`src/rtl/axi_split_pkg.sv`:
```
// rtl/axi_split_pkg.sv - burst/resp encodings and FSM state types for axi_beat_splitter
package axi_split_pkg;

  localparam logic [1:0] BURST_FIXED = 2'b00;
  localparam logic [1:0] BURST_INCR  = 2'b01;
  localparam logic [1:0] BURST_WRAP  = 2'b10;

  localparam logic [1:0] RESP_OKAY   = 2'b00;
  localparam logic [1:0] RESP_EXOKAY = 2'b01;
  localparam logic [1:0] RESP_SLVERR = 2'b10;
  localparam logic [1:0] RESP_DECERR = 2'b11;

  typedef enum logic [1:0] {R_IDLE, R_ISSUE, R_WAIT} r_state_t;
  typedef enum logic [1:0] {W_IDLE, W_DATA, W_WAIT, W_RESP} w_state_t;

  // Severity order matches the numeric encoding, so merging is a plain max.
  function automatic logic [1:0] resp_merge(input logic [1:0] a, input logic [1:0] b);
    return (a > b) ? a : b;
  endfunction

endpackage

```
`src/rtl/axi_split_addr_gen.sv`:
```
// rtl/axi_split_addr_gen.sv - next beat address for FIXED/INCR/WRAP bursts
// WRAP handling is present only when RV_AXI_SPLIT_WRAP_EN is defined; otherwise WRAP advances as INCR.
module axi_split_addr_gen
  import axi_split_pkg::*;
#(
  parameter int ADDRW = 32
) (
  input  logic [ADDRW-1:0] addr,
  input  logic [2:0]       size,
  input  logic [7:0]       len,
  input  logic [1:0]       burst,
  output logic [ADDRW-1:0] next_addr
);

  logic [ADDRW-1:0] step;
  logic [ADDRW-1:0] incr_addr;

  assign step      = ADDRW'(1) << size;
  assign incr_addr = addr + step;

`ifdef RV_AXI_SPLIT_WRAP_EN
  logic [ADDRW-1:0] wrap_mask;

  // Window is (len+1)<<size bytes and aligned to its own size.
  assign wrap_mask = ((ADDRW'(len) + ADDRW'(1)) << size) - ADDRW'(1);

  always_comb begin
    next_addr = incr_addr;
    case (burst)
      BURST_FIXED: next_addr = addr;
      BURST_WRAP:  next_addr = (addr & ~wrap_mask) | (incr_addr & wrap_mask);
      default:     next_addr = incr_addr;
    endcase
  end
`else
  logic unused_len;
  assign unused_len = ^len;

  always_comb begin
    next_addr = incr_addr;
    if (burst == BURST_FIXED) next_addr = addr;
  end
`endif

endmodule

```
`src/rtl/axi_beat_splitter.sv`:
```
// rtl/axi_beat_splitter.sv - splits AXI4 read/write bursts into single-beat downstream transfers
// Define RV_AXI_SPLIT_WRAP_EN to support WRAP bursts; without it WRAP beats answer SLVERR.
module axi_beat_splitter
  import axi_split_pkg::*;
#(
  parameter int TAGW  = 1,
  parameter int ADDRW = 32
) (
  input  logic             aclk,
  input  logic             rst_l,
  input  logic             s_arvalid,
  output logic             s_arready,
  input  logic [ADDRW-1:0] s_araddr,
  input  logic [TAGW-1:0]  s_arid,
  input  logic [7:0]       s_arlen,
  input  logic [1:0]       s_arburst,
  input  logic [2:0]       s_arsize,
  output logic             s_rvalid,
  input  logic             s_rready,
  output logic [63:0]      s_rdata,
  output logic [1:0]       s_rresp,
  output logic [TAGW-1:0]  s_rid,
  output logic             s_rlast,
  input  logic             s_awvalid,
  output logic             s_awready,
  input  logic [ADDRW-1:0] s_awaddr,
  input  logic [TAGW-1:0]  s_awid,
  input  logic [7:0]       s_awlen,
  input  logic [1:0]       s_awburst,
  input  logic [2:0]       s_awsize,
  input  logic             s_wvalid,
  output logic             s_wready,
  input  logic [63:0]      s_wdata,
  input  logic [7:0]       s_wstrb,
  input  logic             s_wlast,
  output logic             s_bvalid,
  input  logic             s_bready,
  output logic [1:0]       s_bresp,
  output logic [TAGW-1:0]  s_bid,
  output logic             m_arvalid,
  input  logic             m_arready,
  output logic [ADDRW-1:0] m_araddr,
  output logic [TAGW-1:0]  m_arid,
  output logic [7:0]       m_arlen,
  output logic [1:0]       m_arburst,
  output logic [2:0]       m_arsize,
  input  logic             m_rvalid,
  output logic             m_rready,
  input  logic [63:0]      m_rdata,
  input  logic [1:0]       m_rresp,
  input  logic [TAGW-1:0]  m_rid,
  input  logic             m_rlast,
  output logic             m_awvalid,
  input  logic             m_awready,
  output logic [ADDRW-1:0] m_awaddr,
  output logic [TAGW-1:0]  m_awid,
  output logic [7:0]       m_awlen,
  output logic [1:0]       m_awburst,
  output logic [2:0]       m_awsize,
  output logic             m_wvalid,
  input  logic             m_wready,
  output logic [63:0]      m_wdata,
  output logic [7:0]       m_wstrb,
  output logic             m_wlast,
  input  logic             m_bvalid,
  output logic             m_bready,
  input  logic [1:0]       m_bresp,
  input  logic [TAGW-1:0]  m_bid
);

`ifdef RV_AXI_SPLIT_WRAP_EN
  localparam bit WRAP_EN = 1'b1;
`else
  localparam bit WRAP_EN = 1'b0;
`endif

  logic unused_inputs;
  assign unused_inputs = ^{m_rid, m_rlast, m_bid};

  r_state_t         r_state;
  logic [ADDRW-1:0] r_addr, r_next_addr;
  logic [TAGW-1:0]  r_id;
  logic [7:0]       r_len, r_cnt;
  logic [2:0]       r_size;
  logic [1:0]       r_burst;
  logic             r_last, r_hs, r_wrap_err;

  axi_split_addr_gen #(.ADDRW(ADDRW)) u_r_addr_gen (
    .addr      (r_addr),
    .size      (r_size),
    .len       (r_len),
    .burst     (r_burst),
    .next_addr (r_next_addr)
  );

  // Ready is also gated by reset so it stays low while rst_l is held.
  assign s_arready  = rst_l && (r_state == R_IDLE);
  assign m_arvalid  = (r_state == R_ISSUE);
  assign m_araddr   = r_addr;
  assign m_arid     = r_id;
  assign m_arsize   = r_size;
  assign m_arlen    = 8'd0;
  assign m_arburst  = BURST_INCR;
  assign r_last     = (r_cnt == r_len);
  assign r_wrap_err = !WRAP_EN && (r_burst == BURST_WRAP);
  assign s_rvalid   = (r_state == R_WAIT) && m_rvalid;
  assign m_rready   = (r_state == R_WAIT) && s_rready;
  assign s_rdata    = m_rdata;
  assign s_rresp    = r_wrap_err ? RESP_SLVERR : m_rresp;
  assign s_rid      = r_id;
  assign s_rlast    = r_last;
  assign r_hs       = s_rvalid && s_rready;

  always_ff @(posedge aclk or negedge rst_l) begin
    if (!rst_l) begin
      r_state <= R_IDLE;
      r_addr  <= '0;
      r_id    <= '0;
      r_len   <= 8'd0;
      r_cnt   <= 8'd0;
      r_size  <= 3'd0;
      r_burst <= BURST_FIXED;
    end else begin
      case (r_state)
        R_IDLE: if (s_arvalid) begin
          r_addr  <= s_araddr;
          r_id    <= s_arid;
          r_len   <= s_arlen;
          r_size  <= s_arsize;
          r_burst <= s_arburst;
          r_cnt   <= 8'd0;
          r_state <= R_ISSUE;
        end
        R_ISSUE: if (m_arready) r_state <= R_WAIT;
        R_WAIT: if (r_hs) begin
          if (r_last) begin
            r_state <= R_IDLE;
          end else begin
            r_addr  <= r_next_addr;
            r_cnt   <= r_cnt + 8'd1;
            r_state <= R_ISSUE;
          end
        end
        default: r_state <= R_IDLE;
      endcase
    end
  end

  w_state_t         w_state;
  logic [ADDRW-1:0] w_addr, w_next_addr;
  logic [TAGW-1:0]  w_id;
  logic [7:0]       w_len, w_cnt;
  logic [2:0]       w_size;
  logic [1:0]       w_burst, w_resp;
  logic             w_last, w_hs, w_wrap_err;

  axi_split_addr_gen #(.ADDRW(ADDRW)) u_w_addr_gen (
    .addr      (w_addr),
    .size      (w_size),
    .len       (w_len),
    .burst     (w_burst),
    .next_addr (w_next_addr)
  );

  assign s_awready  = rst_l && (w_state == W_IDLE);
  assign m_awvalid  = (w_state == W_DATA) && s_wvalid;
  assign m_wvalid   = (w_state == W_DATA) && s_wvalid;
  assign s_wready   = (w_state == W_DATA) && m_awready && m_wready;
  assign m_awaddr   = w_addr;
  assign m_awid     = w_id;
  assign m_awsize   = w_size;
  assign m_awlen    = 8'd0;
  assign m_awburst  = BURST_INCR;
  assign m_wdata    = s_wdata;
  assign m_wstrb    = s_wstrb;
  assign m_wlast    = 1'b1;
  assign m_bready   = (w_state == W_WAIT);
  assign s_bvalid   = (w_state == W_RESP);
  assign s_bresp    = w_resp;
  assign s_bid      = w_id;
  assign w_last     = (w_cnt == w_len);
  assign w_wrap_err = !WRAP_EN && (w_burst == BURST_WRAP);
  assign w_hs       = s_wvalid && s_wready;

  always_ff @(posedge aclk or negedge rst_l) begin
    if (!rst_l) begin
      w_state <= W_IDLE;
      w_addr  <= '0;
      w_id    <= '0;
      w_len   <= 8'd0;
      w_cnt   <= 8'd0;
      w_size  <= 3'd0;
      w_burst <= BURST_FIXED;
      w_resp  <= RESP_OKAY;
    end else begin
      case (w_state)
        W_IDLE: if (s_awvalid) begin
          w_addr  <= s_awaddr;
          w_id    <= s_awid;
          w_len   <= s_awlen;
          w_size  <= s_awsize;
          w_burst <= s_awburst;
          w_cnt   <= 8'd0;
          w_state <= W_DATA;
        end
        W_DATA: if (w_hs) begin
          // The beat count ends the burst; a misplaced wlast only taints the response.
          if ((s_wlast != w_last) || w_wrap_err) w_resp <= resp_merge(w_resp, RESP_SLVERR);
          w_state <= W_WAIT;
        end
        W_WAIT: if (m_bvalid) begin
          w_resp <= resp_merge(w_resp, m_bresp);
          if (w_last) begin
            w_state <= W_RESP;
          end else begin
            w_addr  <= w_next_addr;
            w_cnt   <= w_cnt + 8'd1;
            w_state <= W_DATA;
          end
        end
        W_RESP: if (s_bready) begin
          w_resp  <= RESP_OKAY;
          w_state <= W_IDLE;
        end
        default: w_state <= W_IDLE;
      endcase
    end
  end

endmodule
```
`config.mk`:
```
export PLATFORM = sky130hd
export DESIGN_NAME = axi_beat_splitter
export DESIGN_NICKNAME = d
export VERILOG_FILES = /design/src/rtl/axi_split_pkg.sv /design/src/rtl/axi_split_addr_gen.sv /design/src/rtl/axi_beat_splitter.sv
export SDC_FILE = /design/constraint.sdc
export NUM_CORES = 1
export LEC_CHECK = 0
export CAP_MARGIN = 10
export CORE_AREA = 2 2 193 195
export DETAILED_ROUTE_END_ITERATION = 7
export DIE_AREA = 0 0 195 197
export DONT_BUFFER_PORTS = 1
export PLACE_DENSITY = 0.42
export SYNTH_ARGS = -nofsm -noshare
export SYNTH_HDL_FRONTEND = slang
export SYNTH_HIERARCHICAL = 1
export SYNTH_SLANG_ARGS = --single-unit
```
`constraint.sdc`:
```
create_clock -name aclk -period 5.7 [get_ports aclk]
set_input_delay 1.71 -clock aclk [delete_from_list [all_inputs] [get_ports aclk]]
set_output_delay 1.71 -clock aclk [all_outputs]
set_load 0.01 [all_outputs]
```
==> flow_metrics.env <==
export IMPL_synth_top_cell_area_share_pct=32.0
export IMPL_rsz0062_at_grt="no"
export IMPL_drv_cap=0
export IMPL_synth_compound_area_share_pct=17.5
export IMPL_arrival_ns=2.03
export IMPL_critPathTopFamily="simple AND/OR/NAND/NOR gates"
export IMPL_critical_path_required_ns=3.99
export IMPL_period_share_pct=65.6
export IMPL_drc=0
export IMPL_num_rows=70
export IMPL_ys_seq_area_share_pct=32.0
export IMPL_hpwl_mm=17.8
export IMPL_ctsHoldBuffers=0
export IMPL_antenna_left=0
export IMPL_synth_area_mux_share_pct=6.32
export IMPL_ys_ff_latch=114
export IMPL_grt_pass1_wl_mm=39.2
export IMPL_timing_final_ws_setup_ns=1.96
export IMPL_vias=6229
export IMPL_portBuffers=0
export IMPL_cts_buffers_inserted=17
export IMPL_ir_drop_mv=0.418
export IMPL_syn_avg_cell_area_um2=9.18
export IMPL_critPathCaptureType="primary output"
export IMPL_cts_reportedPaths_clkPinSlew_ns=0.06
export IMPL_yosysTopAreaCell="dfrtp_1"
export IMPL_cts_tree="yes"
export IMPL_synth_xor_area_share_pct=7.18
export IMPL_die_x_um=195
export IMPL_synth_adder_area_share_pct=3.26
export IMPL_worst_pin_slew_ns=0.785
export IMPL_synth_top_family_by_area="compound AO/OA/AOI/OAI gates"
export IMPL_final_cells=1298
export IMPL_finalSetupTns_ns=0
export IMPL_dpl_cell_area_mm2=0.00825
export IMPL_grt_pass1_vias=6456
export IMPL_antenna_found_initial=1
export IMPL_slew_headroom_pct=47.5
export IMPL_final_cell_mix="dfrtp_1 (114), nand2_1 (83), nand3_1 (56)"
export IMPL_crit_buf_inv=0
export IMPL_setup_viol=0
export IMPL_path_cells="and3b_1"
export IMPL_dp_cells=1266
export IMPL_place_ws_ns=1.94
export IMPL_overflow=0
export IMPL_syn_instance_count=970
export IMPL_power_leakage_uw=0.00373
export IMPL_cp_start_kind="input pin"
export IMPL_synth_cell_area_mm2=0.00890
export IMPL_async_reset_ff_share_pct=100
export IMPL_die_area_mm2=0.0384
export IMPL_clk_latency_ns=0.43
export IMPL_nets=1087
export IMPL_drt_iter0_drc=232
export IMPL_dr_pass1_iters=6
export IMPL_hold_class="flop to flop"
export IMPL_post_cts_buffers=0
export IMPL_final_cell_area_mm2=0.00883
export IMPL_layout_commonest_cell="dfrtp_1"
export IMPL_n_antenna_cell=0
export IMPL_core_mm2=0.0363
export IMPL_place_congestion=0.729
export IMPL_drt_wirelength_per_cell_um=19.6
export IMPL_clock_root_buffer="clkbuf_16"
export IMPL_critPathKind="input pin to primary output"
export IMPL_fin_crit_ns=3.74
export IMPL_area_growth_synth_to_final_pct=-0.787
export IMPL_track_usage_pct=13.3
export IMPL_finalClockSkew_ns=0.0120
export IMPL_synthSimpleGateAreaFrac_pct=17.0
export IMPL_synth_edf_count=0
export IMPL_netlist_cell_type_count=69
export IMPL_clockBufferDepth=2
export IMPL_synth_flop_cell="dfrtp_1"
export IMPL_wl_mm=25.4
export IMPL_synth_area_top_cells="dfrtp_1 (32%), buf_4 (14%), xor2_1 (4.1%)"
export IMPL_crit_slowest_cell="and3b_1"
export IMPL_hold_viol=0
export IMPL_cts_sinks=114
export IMPL_io_pin_count=494
export IMPL_max_stage_delay_ns=0.32
export IMPL_final_max_slew_viol_count=0
export IMPL_htreeDepth=4
export IMPL_cts_repair_resize_count=0
export IMPL_power_density_mw_per_mm2=556
export IMPL_finalCoreUtilization_pct=24.4
export IMPL_vias_per_cell=4.80
export IMPL_grt_max_degree=117
export IMPL_path_max_fanout=3
export IMPL_clock_fmax_mhz=267
export IMPL_status="complete, no violations"
export IMPL_start_util_pct=24.6
export IMPL_drive_gt1_share_pct=12.7
export IMPL_yosys_warnings=6
export IMPL_die_y_um=197
==> path summary, 6_finish.rpt <==
check	start	endpoint	slack, ns	cells past startpoint
min reg2reg	r_len[6]$_DFFE_PN0P_	r_len[6]$_DFFE_PN0P_	0.50	2
max in group asynchronous	rst_l	m_araddr[29]$_DFFE_PN0P_	4.56	0
min	r_len[6]$_DFFE_PN0P_	r_len[6]$_DFFE_PN0P_	0.50	2
max reg2reg	m_awsize[1]$_DFFE_PN0P_	m_awaddr[29]$_DFFE_PN0P_	2.89	10
max	s_wvalid	m_wvalid	1.96	1
min in group asynchronous	rst_l	m_awaddr[6]$_DFFE_PN0P_	0.98	0
==> Yosys cell counts (8+ instances only) <==
master / count
nand2_1: 85
inv_1: 19
nor3_1: 8
a21oi_1: 19
nand3_1: 56
o21ai_0: 18
nor2_1: 22
xor2_1: 42
nand4_1: 10
nand2b_1: 9
nor3b_1: 10
buf_4: 165
o211ai_1: 8
o31ai_1: 10
nor2_2: 8
o21a_1: 36
mux2i_1: 36
xnor2_1: 31
ha_1: 20
mux2_2: 12
and2_1: 10
o21ai_1: 35
buf_2: 21
o22a_1: 32
clkbuf_1: 13
and3_1: 16
dfrtp_1: 114
a211oi_1: 8
==> state kept, by name (all words and copies together), names as in the netlist <==
register,flops
m_araddr,32
m_awaddr,32
r_cnt,8
r_len,8
w_cnt,8
w_len,8
m_arsize,3
m_awsize,3
r_burst,2
r_state,2
s_bresp,2
w_burst,2
w_state,2
m_arid,1
m_awid,1
==> area by class of cell <==
cell class	count	area [µm²]
fillers	3963	27400
multi-input cells	656	4670
repair buffers	9	67.6
flip-flops and latches	114	2850
well taps	468	586
clock buffers	22	474
inverters	19	71.3
clock inverters	10	108
==> layer usage <==
metal | share of wire (%) | GRT usage (%) | up-vias
met3 | 8.4 | 5.68 | 54
met4 | 2.7 | 5.46 | 2
met2 | 47 | 21.9 | 209
met1 | 42 | 15.3 | 3029
met5 | 0.067 | 0 | -
li1 | - | - | 2935
==> per-stage QoR <==
step	total power (µW)	hold slack [ns]
after global routing	5320	0.541
after detailed placement	3860	0.492
final	4910	0.504
after floorplan	3420	0.467
after CTS	5000	0.512
after global placement	3840	0.492
==> where the power goes <==
part	leakage (µW)	switching (µW)	total [µW]	internal, µW
clock network	0.000282	415	1090	674
registers	0.00138	680	1830	1150
logic	0.00207	1090	1990	898
total	0.00373	2190	4910	2720
==> cells by family after synthesis <==
group	count (synthesis)
fa+ha+maj	22
mux	54
simple gates	279
compound gates	207
buf+inv	219
flops	114
other cells	2
xor+xnor	73
(Power assumes the default switching activity.)
